File: src/rtl/dw02_sum_gather.sv
// Gathers a stream of operand words into one packed group that a
// num_inputs-operand summer can consume directly; short groups are zero-padded.
module dw02_sum_gather #(
    parameter int num_inputs  = 4,
    parameter int input_width = 32,
    localparam int CW         = $clog2(num_inputs + 1)
) (
    input  logic                              clk,
    input  logic                              rst,
    input  logic                              in_valid,
    output logic                              in_ready,
    input  logic [input_width-1:0]            in_data,
    input  logic                              in_last,
    output logic                              out_valid,
    input  logic                              out_ready,
    output logic [input_width*num_inputs-1:0] INPUT,
    output logic [CW-1:0]                     out_count
);

    localparam int SW = (num_inputs > 1) ? $clog2(num_inputs) : 1;
    localparam int BW = input_width * num_inputs;
    localparam logic [SW-1:0] LAST_SLOT = SW'(num_inputs - 1);

    typedef enum logic {
        S_FILL = 1'b0,
        S_HOLD = 1'b1
    } state_t;

    state_t          r_state;
    logic [SW-1:0]   r_slot;
    logic [BW-1:0]   r_data;
    logic [CW-1:0]   r_count;

    state_t          w_nxt_state;
    logic [SW-1:0]   w_nxt_slot;
    logic [BW-1:0]   w_nxt_data;
    logic [CW-1:0]   w_nxt_count;
    logic            w_in_ready;
    logic            w_in_hs;
    logic            w_out_hs;

    // In HOLD the downstream accept frees the register this same cycle,
    // so the upstream may refill slot 0 without a bubble.
    assign w_in_ready = !rst && ((r_state == S_FILL) || out_ready);
    assign w_in_hs    = in_valid && w_in_ready;
    assign w_out_hs   = (r_state == S_HOLD) && out_ready;

    // NOTE: every always_comb output gets a default first; otherwise paths
    // that skip an assignment infer latches.
    always_comb begin
        w_nxt_state = r_state;
        w_nxt_slot  = r_slot;
        w_nxt_data  = r_data;
        w_nxt_count = r_count;

        case (r_state)
            S_FILL: begin
                if (w_in_hs) begin
                    for (int i = 0; i < num_inputs; i++) begin
                        if (r_slot == SW'(i)) begin
                            w_nxt_data[i*input_width +: input_width] = in_data;
                        end
                    end
                    if (in_last || (r_slot == LAST_SLOT)) begin
                        w_nxt_state = S_HOLD;
                        w_nxt_slot  = '0;
                        w_nxt_count = CW'(r_slot) + CW'(1);
                    end else begin
                        w_nxt_slot  = r_slot + 1'b1;
                    end
                end
            end

            S_HOLD: begin
                if (w_out_hs) begin
                    w_nxt_state = S_FILL;
                    w_nxt_slot  = '0;
                    w_nxt_data  = '0;
                    w_nxt_count = '0;
                    if (w_in_hs) begin
                        w_nxt_data[input_width-1:0] = in_data;
                        if (in_last) begin
                            w_nxt_state = S_HOLD;
                            w_nxt_count = CW'(1);
                        end else begin
                            w_nxt_slot  = SW'(1);
                        end
                    end
                end
            end

            default: begin
                w_nxt_state = S_FILL;
            end
        endcase
    end

    // NOTE: sequential state uses non-blocking assignments so every register
    // samples the pre-edge values regardless of statement order.
    always_ff @(posedge clk) begin
        if (rst) begin
            r_state <= S_FILL;
            r_slot  <= '0;
            r_data  <= '0;
            r_count <= '0;
        end else begin
            r_state <= w_nxt_state;
            r_slot  <= w_nxt_slot;
            r_data  <= w_nxt_data;
            r_count <= w_nxt_count;
        end
    end

    assign in_ready  = w_in_ready;
    assign out_valid = (r_state == S_HOLD);
    assign INPUT     = r_data;
    assign out_count = r_count;

endmodule

File: config.mk
export PLATFORM = sky130hd
export DESIGN_NAME = dw02_sum_gather
export DESIGN_NICKNAME = d
export VERILOG_FILES = /design/src/rtl/dw02_sum_gather.sv
export SDC_FILE = /design/constraint.sdc
export NUM_CORES = 1
export LEC_CHECK = 0
export CAP_MARGIN = 20
export CORE_ASPECT_RATIO = 1.4
export CORE_UTILIZATION = 42
export DETAILED_ROUTE_END_ITERATION = 12
export PLACE_DENSITY = 0.77
export REMOVE_ABC_BUFFERS = 1
export SKIP_LAST_GASP = 1
export SLEW_MARGIN = 20
export SYNTH_ARGS = -nofsm -noshare
export SYNTH_HDL_FRONTEND = slang
export SYNTH_SLANG_ARGS = --single-unit
export TNS_END_PERCENT = 50
File: constraint.sdc
create_clock -name clk -period 1.4 [get_ports clk]
set_clock_uncertainty 0.1 [all_clocks]
set_input_delay 0.35 -clock clk [delete_from_list [all_inputs] [get_ports clk]]
set_output_delay 0.35 -clock clk [all_outputs]
set_load 0.1 [all_outputs]
After elaboration in Yosys (flattened, before gate mapping)
Cells that the tools add are included.
{"block": "word_totals", "out_inout_bits": 133, "elab_cells": 59, "regBits": 134, "input_bits": 37}
{"block": "op_classes", "bitwise": 1, "n_addsub": 2, "n_reduce_logical": 13, "n_mux": 26, "eq_ne": 10}
{"operator": "128-bit 2-to-1 mux", "n": 2}
{"operator": "128-bit one-hot mux with 2 select lines", "n": 1}
{"operator": "32-bit 2-to-1 mux", "n": 5}
{"operator": "3-bit AND reduction", "n": 5}
{"operator": "2-bit by 1-bit != test with 1-bit output, second input constant", "n": 6}
{"operator": "1-bit 2-to-1 mux", "n": 9}
{"operator": "3-bit 2-to-1 mux", "n": 3}
{"operator": "2-bit 2-to-1 mux", "n": 3}
{"operator": "3-bit one-hot mux with 2 select lines", "n": 1}
{"operator": "2-bit equality test, second input constant", "n": 2}
{"operator": "2-bit one-hot mux with 2 select lines", "n": 1}
{"operator": "2-bit by 1-bit adder with 3-bit output, second input constant", "n": 1}
{"operator": "1-bit logical AND", "n": 3}
{"operator": "2-bit by 1-bit adder with 2-bit output, second input constant", "n": 1}
{"operator": "2-bit by 1-bit equality test with 1-bit output, second input constant", "n": 1}
{"operator": "2-bit logical NOT", "n": 1}
{"operator": "1-bit logical OR", "n": 2}
{"operator": "2-bit != test, second input constant", "n": 1}
{"operator": "1-bit one-hot mux with 2 select lines", "n": 1}
{"operator": "2-bit AND reduction", "n": 1}
{"operator": "1-bit logical NOT", "n": 1}
{"operator": "1-bit NOT", "n": 1}

Longest topological paths before layout
Gate-level depths: netlist (run 1).
{"block": "logic_depth", "word_depth": 7, "depth_mapped": 7, "depth_no_buf": 5}

Worst setup path after synthesis (run 1)
Ideal clock, no wire load.
{"block": "synth_path", "path_kind": "register -> output", "from": "register r_state (netlist: out_valid)", "to": "output port in_ready", "n_path_buf": 2, "t_arrival_ps": 2606, "path_stages_with_launch": 4, "setup_slack_ps": -1656, "t_required_ps": 950, "path_cell_list": "dfxtp_1 > buf_6 > clkbuf_1 > a21oi_1"}
{"block": "synth_via", "elab_chain_cells": 3}
{"item": "start, declared", "line_no": "29", "source": "state_t r_state;"}
{"item": "start signal, assigned", "line_no": "107", "source": "r_state <= w_nxt_state;"}
{"item": "1-bit NOT"}
{"item": "1-bit logical OR", "line_no": "44", "source": "assign w_in_ready = !rst && ((r_state == S_FILL) || out_ready);"}
{"item": "1-bit logical AND", "line_no": "44"}
{"item": "end, declared", "line_no": "11", "source": "output logic in_ready,"}
Every way passes these cells.

Worst setup path after layout (run 1)
{"block": "layout_path", "from": "input port in_valid", "to": "register r_data[70] (netlist: INPUT[70])"}
{"block": "layout_via", "elab_chain_cells": 3}
{"item": "start, declared", "line_no": "10", "source": "input logic in_valid,"}
{"item": "1-bit logical AND", "line_no": "45", "source": "assign w_in_hs = in_valid && w_in_ready;"}
{"item": "2-bit != test (no line)"}
{"item": "3-bit AND reduction (no line)"}
{"item": "end signal, assigned", "line_no": "109", "source": "r_data <= w_nxt_data;"}
{"item": "end, declared", "line_no": "31", "source": "logic [BW-1:0] r_data;"}
Every way passes these cells.
A chain may end at the register's enable or synchronous reset.

==> impl_metrics.env, run 1 <==
export IMPL_slew_viol_final=0
export IMPL_rsz0062_at_grt="yes"
export IMPL_setup_viol=266
export IMPL_dpl_hpwl_um=13000
export IMPL_status="finished with violations"
export IMPL_ys_ff_latch=134
export IMPL_startpoint_type="input port"
export IMPL_power_density_mw_per_mm2=1030
export IMPL_gp_congestion=0.892
export IMPL_reg2reg_slack_ns=-0.25
export IMPL_cts_root_buf="clkbuf_16"
export IMPL_first_pass_iters=5
export IMPL_yosys_warnings=0
export IMPL_vias=6496
export IMPL_p_seq_share_pct=36.2
export IMPL_synth_cells=667
export IMPL_postPlaceCellArea_mm2=0.00877
export IMPL_layout_min_cycle_time_ns=1.67
export IMPL_async_flop_share_pct=0
export IMPL_violations="negative setup slack"
export IMPL_p_sw_share_pct=28.8
export IMPL_yosys_area_top_type_share_pct=48.6
export IMPL_setup_ws_ns=-0.266
export IMPL_fin_util_pct=83.3
export IMPL_postLayoutCellArea_mm2=0.0107
export IMPL_hold_viol=0
export IMPL_grt_antenna_before_repair=0
export IMPL_fp_dieH_um=138
export IMPL_vias_per_cell=6.26
export IMPL_crit_required_ns=1.64
export IMPL_max_clock_freq_mhz=600
export IMPL_clock_path_buffers=2
export IMPL_p_leak_nw=3.87
export IMPL_mostFrequentLayoutCells="buf_12, dfxtp_1, nand3_1, nand2_1, a21oi_1"
export IMPL_overflow=0
export IMPL_drive_gt1_share_pct=46.7
export IMPL_fin_crit_sh_pct=119
export IMPL_crit_start="in_valid"
export IMPL_rows=49
export IMPL_insertion_delay_ns=0.43
export IMPL_worstPathArrival_ns=1.90
export IMPL_grt_pass1_wl_um=34100
export IMPL_netlist_area_mm2=0.00553
export IMPL_regToRegStartpoint="r_slot[0]"
export IMPL_synth_edf_count=0
export IMPL_start_util_pct=43.1
export IMPL_drtIter0Drc=545
export IMPL_vdd_drop_max_mv=1.14
export IMPL_holdWs_ns=0.337
export IMPL_cts_made_buffers=17
export IMPL_crit_type="in -> reg"
export IMPL_hp_start="rst"
export IMPL_core_area_mm2=0.0128
export IMPL_synth_area_leader_cell="dfxtp_1"
export IMPL_filler_cell_count=588
export IMPL_cts_sinks=134
export IMPL_synth_ff_type="dfxtp_1"
export IMPL_grt_pass1_vias=6320
export IMPL_die_x_um=98.9
export IMPL_power_frac_comb_pct=17.6
export IMPL_grt_max_degree=49
export IMPL_drt_total_wl_um=25000
export IMPL_io_pins=170
export IMPL_ant_nets=0
export IMPL_htreeDepth=4
export IMPL_port_buffers=169
export IMPL_cp_max_fo=8
export IMPL_pre_cts_ws_ns=-0.594
export IMPL_track_usage_pct=33.1
export IMPL_antenna_cells=0
export IMPL_wire_per_inst_um=24.1
export IMPL_clk_pin_slew_worst_paths_ns=0.06
export IMPL_p_switching_w=0.00316
export IMPL_maxCapViolCount=0
export IMPL_worst_slew_pin_transition_ns=0.641
export IMPL_seq_area_frac_synth_pct=48.6
export IMPL_layout_commonest_cell="buf_12"
export IMPL_synth_area_leaders="dfxtp_1, nand3_1, a21oi_1, nand2_1, nor2b_1"
export IMPL_hold_buffers=0
export IMPL_min_path_type="in -> reg"
export IMPL_worstSetupEndpointType="flip-flop"
export IMPL_cts_tree="done"
export IMPL_drc=0
export IMPL_nets=912
export IMPL_intPower_w=0.00783
export IMPL_area_growth_pct=93.1
export IMPL_setup_tns_ns=-29.18
export IMPL_avgSynthCellArea_um2=8.28
export IMPL_clockPowerShare_pct=46.2
export IMPL_die_area_mm2=0.0136
export IMPL_relSlewSlack_pct=57.3
export IMPL_ys_types=31
-- worst paths after layout --
check,end,depth (start not counted)
setup / recovery,INPUT[70],6
hold reg to reg,INPUT[23],2
hold / removal,out_count[1],3
setup reg to reg,INPUT[70],6
-- state kept, by name, indices dropped and copies added, names as in the netlist --
name,count
INPUT,128
out_count,3
out_valid,1
r_slot,2
-- per-layer routing --
metal	global-route usage, %	part of all wire (%)	vias to the layer above
met5	0	0	-
met4	20.6	5.8	0
met3	8.37	7.9	125
met2	58.9	52	471
met1	35.0	35	3185
li1	-	-	2715
-- power by group through the flow --
stage / sequential, W / clock [W] / combinational (W)
after global placement: 0.00406 / 0 / 0.00151
final: 0.00398 / 0.00508 / 0.00194
after global routing: 0.00398 / 0.00525 / 0.00198
after floorplan: 0.00453 / 0 / 0.000297
after CTS: 0.00398 / 0.00501 / 0.00179
after detailed placement: 0.00406 / 0 / 0.00155
-- synth_stat cells (4+ instances only) --
library cell  number
buf_6             12
nand3_1          163
dfxtp_1          134
ha_1               4
nand2_1           98
nand4bb_1          4
buf_4             15
nor2b_1           33
inv_1              5
a21oi_1          132
buf_2             26
clkbuf_1          15
-- through the flow --
| step | instances | total power (W) |
|---|---|---|
| after floorplan | 596 | 0.00482 |
| final | 1037 | 0.0110 |
| after global placement | 976 | 0.00557 |
| after detailed placement | 976 | 0.00561 |
| after global routing | 1037 | 0.0112 |
| after CTS | 1028 | 0.0108 |
-- kinds of logic after synthesis --
family	count (synthesis)	share of synthesized area (%)
mux	1	0.272
compound gates	142	13.5
simple gates	310	27.8
fa+ha+maj	4	0.906
flops	134	48.6
buf+inv	76	9.01
-- worst max-delay path: stages --
cell and delay [ns]:
clkdlybuf4s50_1 0.53, buf_6 0.16, and4bb_4 0.38, clkbuf_16 0.21, nand2_1 0.07, a21oi_1 0.19
-- layout make-up --
cell class              count  area (µm²)  share of cell area, %
clock buffers              19         443                   4.15
clock inverters            13         220                   2.06
flip-flops and latches    134        2720                   25.5
multi-input cells         460        3150                   29.5
well taps                 153         191                   1.79
inverters                   5        23.8                  0.223
repair buffers            253        3920                   36.7
-- repair_timing --
action / 4_1_cts / 5_1_grt
pin swaps: 35 / 59
endpoints found under the hold margin: 0 / 0
setup endpoints to repair: 265 / 266
cloned: 9 / 3
resized for setup: 134 / 114
setup buffers: 11 / 10
Power figures use the tool's default switching activity.
==> inputs of run 2 (changes only) <==
- CELL_PAD_IN_SITES_DETAIL_PLACEMENT: default -> 1
- CELL_PAD_IN_SITES_GLOBAL_PLACEMENT: default -> 2
- CORE_UTILIZATION: 42 -> 24
- GPL_TIMING_DRIVEN: default -> 0
==> run 2 against run 1 <==
Compared with the run above:
- the run still ends with negative setup slack left
- utilization shrank 36 points
- setup slack better by 0.024 ns
- power fell by 7.8%
- sequential cell count is the same
- critical path depth fell by 1
- cell area increased by 0.26%
- largest power group unchanged
==> impl_metrics.env, run 2 (synthesis gave the netlist of run 1 again) <==
export IMPL_status="finished with violations"
export IMPL_violations="negative setup slack"
export IMPL_seqCellArea_mm2=0.00286
export IMPL_cts_sinks=134
export IMPL_p_switching_w=0.00293
export IMPL_grt_pass1_wl_um=36400
export IMPL_p_sw_share_pct=28.9
export IMPL_setup_viol=185
export IMPL_insertion_delay_ns=0.43
export IMPL_clk_pin_slew_worst_paths_ns=0.07
export IMPL_htreeDepth=4
export IMPL_io_pins=170
export IMPL_layout_min_cycle_time_ns=1.64
export IMPL_pre_cts_ws_ns=-1.48
export IMPL_maxCapViolCount=0
export IMPL_hp_start="rst"
export IMPL_drtIter0Drc=305
export IMPL_die_area_mm2=0.0236
export IMPL_first_pass_iters=4
export IMPL_vdd_drop_max_mv=0.820
export IMPL_crit_start="out_valid"
export IMPL_ant_nets=0
export IMPL_multi_input_area_mm2=0.00278
export IMPL_mostFrequentLayoutCells="nand3_1, buf_12, dfxtp_2, a21oi_1, nand2_1"
export IMPL_intPower_w=0.00720
export IMPL_dpl_hpwl_um=12700
export IMPL_hold_buffers=0
export IMPL_setup_ws_ns=-0.242
export IMPL_cts_tree="done"
export IMPL_crit_type="reg -> reg"
export IMPL_relSlewSlack_pct=67.4
export IMPL_vias_per_cell=4.99
export IMPL_cp_max_fo=13
export IMPL_layout_commonest_cell="nand3_1"
export IMPL_cts_made_buffers=17
export IMPL_max_clock_freq_mhz=609
export IMPL_power_density_mw_per_mm2=948
export IMPL_largest_reg_flops=128
export IMPL_port_buffers=169
export IMPL_setup_tns_ns=-21.89
export IMPL_rsz0062_at_grt="yes"
export IMPL_filler_cell_count=2419
export IMPL_cts_root_buf="clkbuf_16"
export IMPL_power_frac_comb_pct=18.8
export IMPL_min_path_type="in -> reg"
export IMPL_drive_gt1_share_pct=48.7
export IMPL_grt_antenna_before_repair=0
export IMPL_overflow=0
export IMPL_vias=5822
export IMPL_p_seq_share_pct=39.4
export IMPL_core_area_mm2=0.0225
export IMPL_grt_pass1_vias=6016
export IMPL_crit_required_ns=1.63
export IMPL_antenna_cells=0
export IMPL_clock_path_buffers=2
export IMPL_worst_slew_pin_transition_ns=0.489
export IMPL_fin_crit_sh_pct=117
export IMPL_rows=65
export IMPL_slew_viol_final=0
export IMPL_drc=0
export IMPL_startpoint_type="flip-flop"
export IMPL_area_growth_pct=93.6
export IMPL_fp_dieH_um=182
export IMPL_gp_congestion=0.737
export IMPL_wire_per_inst_um=23.7
export IMPL_hold_viol=0
export IMPL_drt_total_wl_um=27600
export IMPL_die_x_um=130
export IMPL_regToRegStartpoint="out_valid"
export IMPL_track_usage_pct=21.0
export IMPL_worstSetupEndpointType="flip-flop"
export IMPL_worstPathArrival_ns=1.87
export IMPL_p_leak_nw=3.80
export IMPL_clockPowerShare_pct=41.8
export IMPL_start_util_pct=24.5
export IMPL_nets=899
export IMPL_power_w=0.0101
export IMPL_grt_max_degree=73
## run 2: changes by cell type in the layout (fill, tap and decap cells not counted), sizes merged, moves of 2 or more
cell and change:
clkbuf +15, inv -3, nand4bb +2, buf -28, clkinv -2, nand2 +2, bufinv -4
## run 2: layout make-up
type	count	area share [%]
repair buffers	236	38.5
inverters	5	0.246
clock buffers	22	4.53
multi-input cells	464	26.0
well taps	301	3.52
flip-flops and latches	134	26.7
clock inverters	5	0.491
## run 2: path summary, 6_finish.rpt
check / end / slack (ns) / cells past startpoint
max: INPUT[47] / -0.24 / 5
min: INPUT[62] / 0.14 / 2
max reg2reg: INPUT[47] / -0.24 / 5
min reg2reg: INPUT[24] / 0.39 / 2
## run 2: metal layers
metal	global-route usage, %	part of all wire (%)	vias up
li1	-	-	2691
met1	23.9	40	2950
met2	38.1	53	141
met3	3.80	3.6	40
met4	7.81	2.7	0
met5	0	0	-
## run 2: repair_timing
| action | 4_1_cts | 5_1_grt |
|---|---|---|
| setup buffers | 26 | 15 |
| resized for setup | 1349 | 60 |
| pin swaps | 2 | 10 |
| setup endpoints to repair | 267 | 267 |
| cloned | 7 | 18 |
## run 2: metrics by stage
stage	std cells	utilization, %	area [µm²]	hold WS, ns
6_report	1167	47.5	10700	0.142
3_3_place_gp	1066	31.6	7110	0.353
5_1_grt	1167	47.5	10700	0.144
4_1_cts	1134	44.2	9960	0.192
2_1_floorplan	596	-	5050	0.312
3_5_place_dp	1074	32.9	7410	0.360
## run 2: critical path: stages (launching register included)
cell      delay, ns
dfxtp_4        0.39
buf_8          0.16
and4bb_4       0.47
buf_12         0.18
nand2_1        0.06
a21oi_1        0.17
## run 2: power by group through the flow
stage	clock network, W	logic [W]	registers [W]
CTS	0.00432	0.00170	0.00398
detailed placement	0	0.00135	0.00404
finish	0.00424	0.00190	0.00399
global route	0.00449	0.00198	0.00400
floorplan	0	0.000297	0.00453
global placement	0	0.00130	0.00404
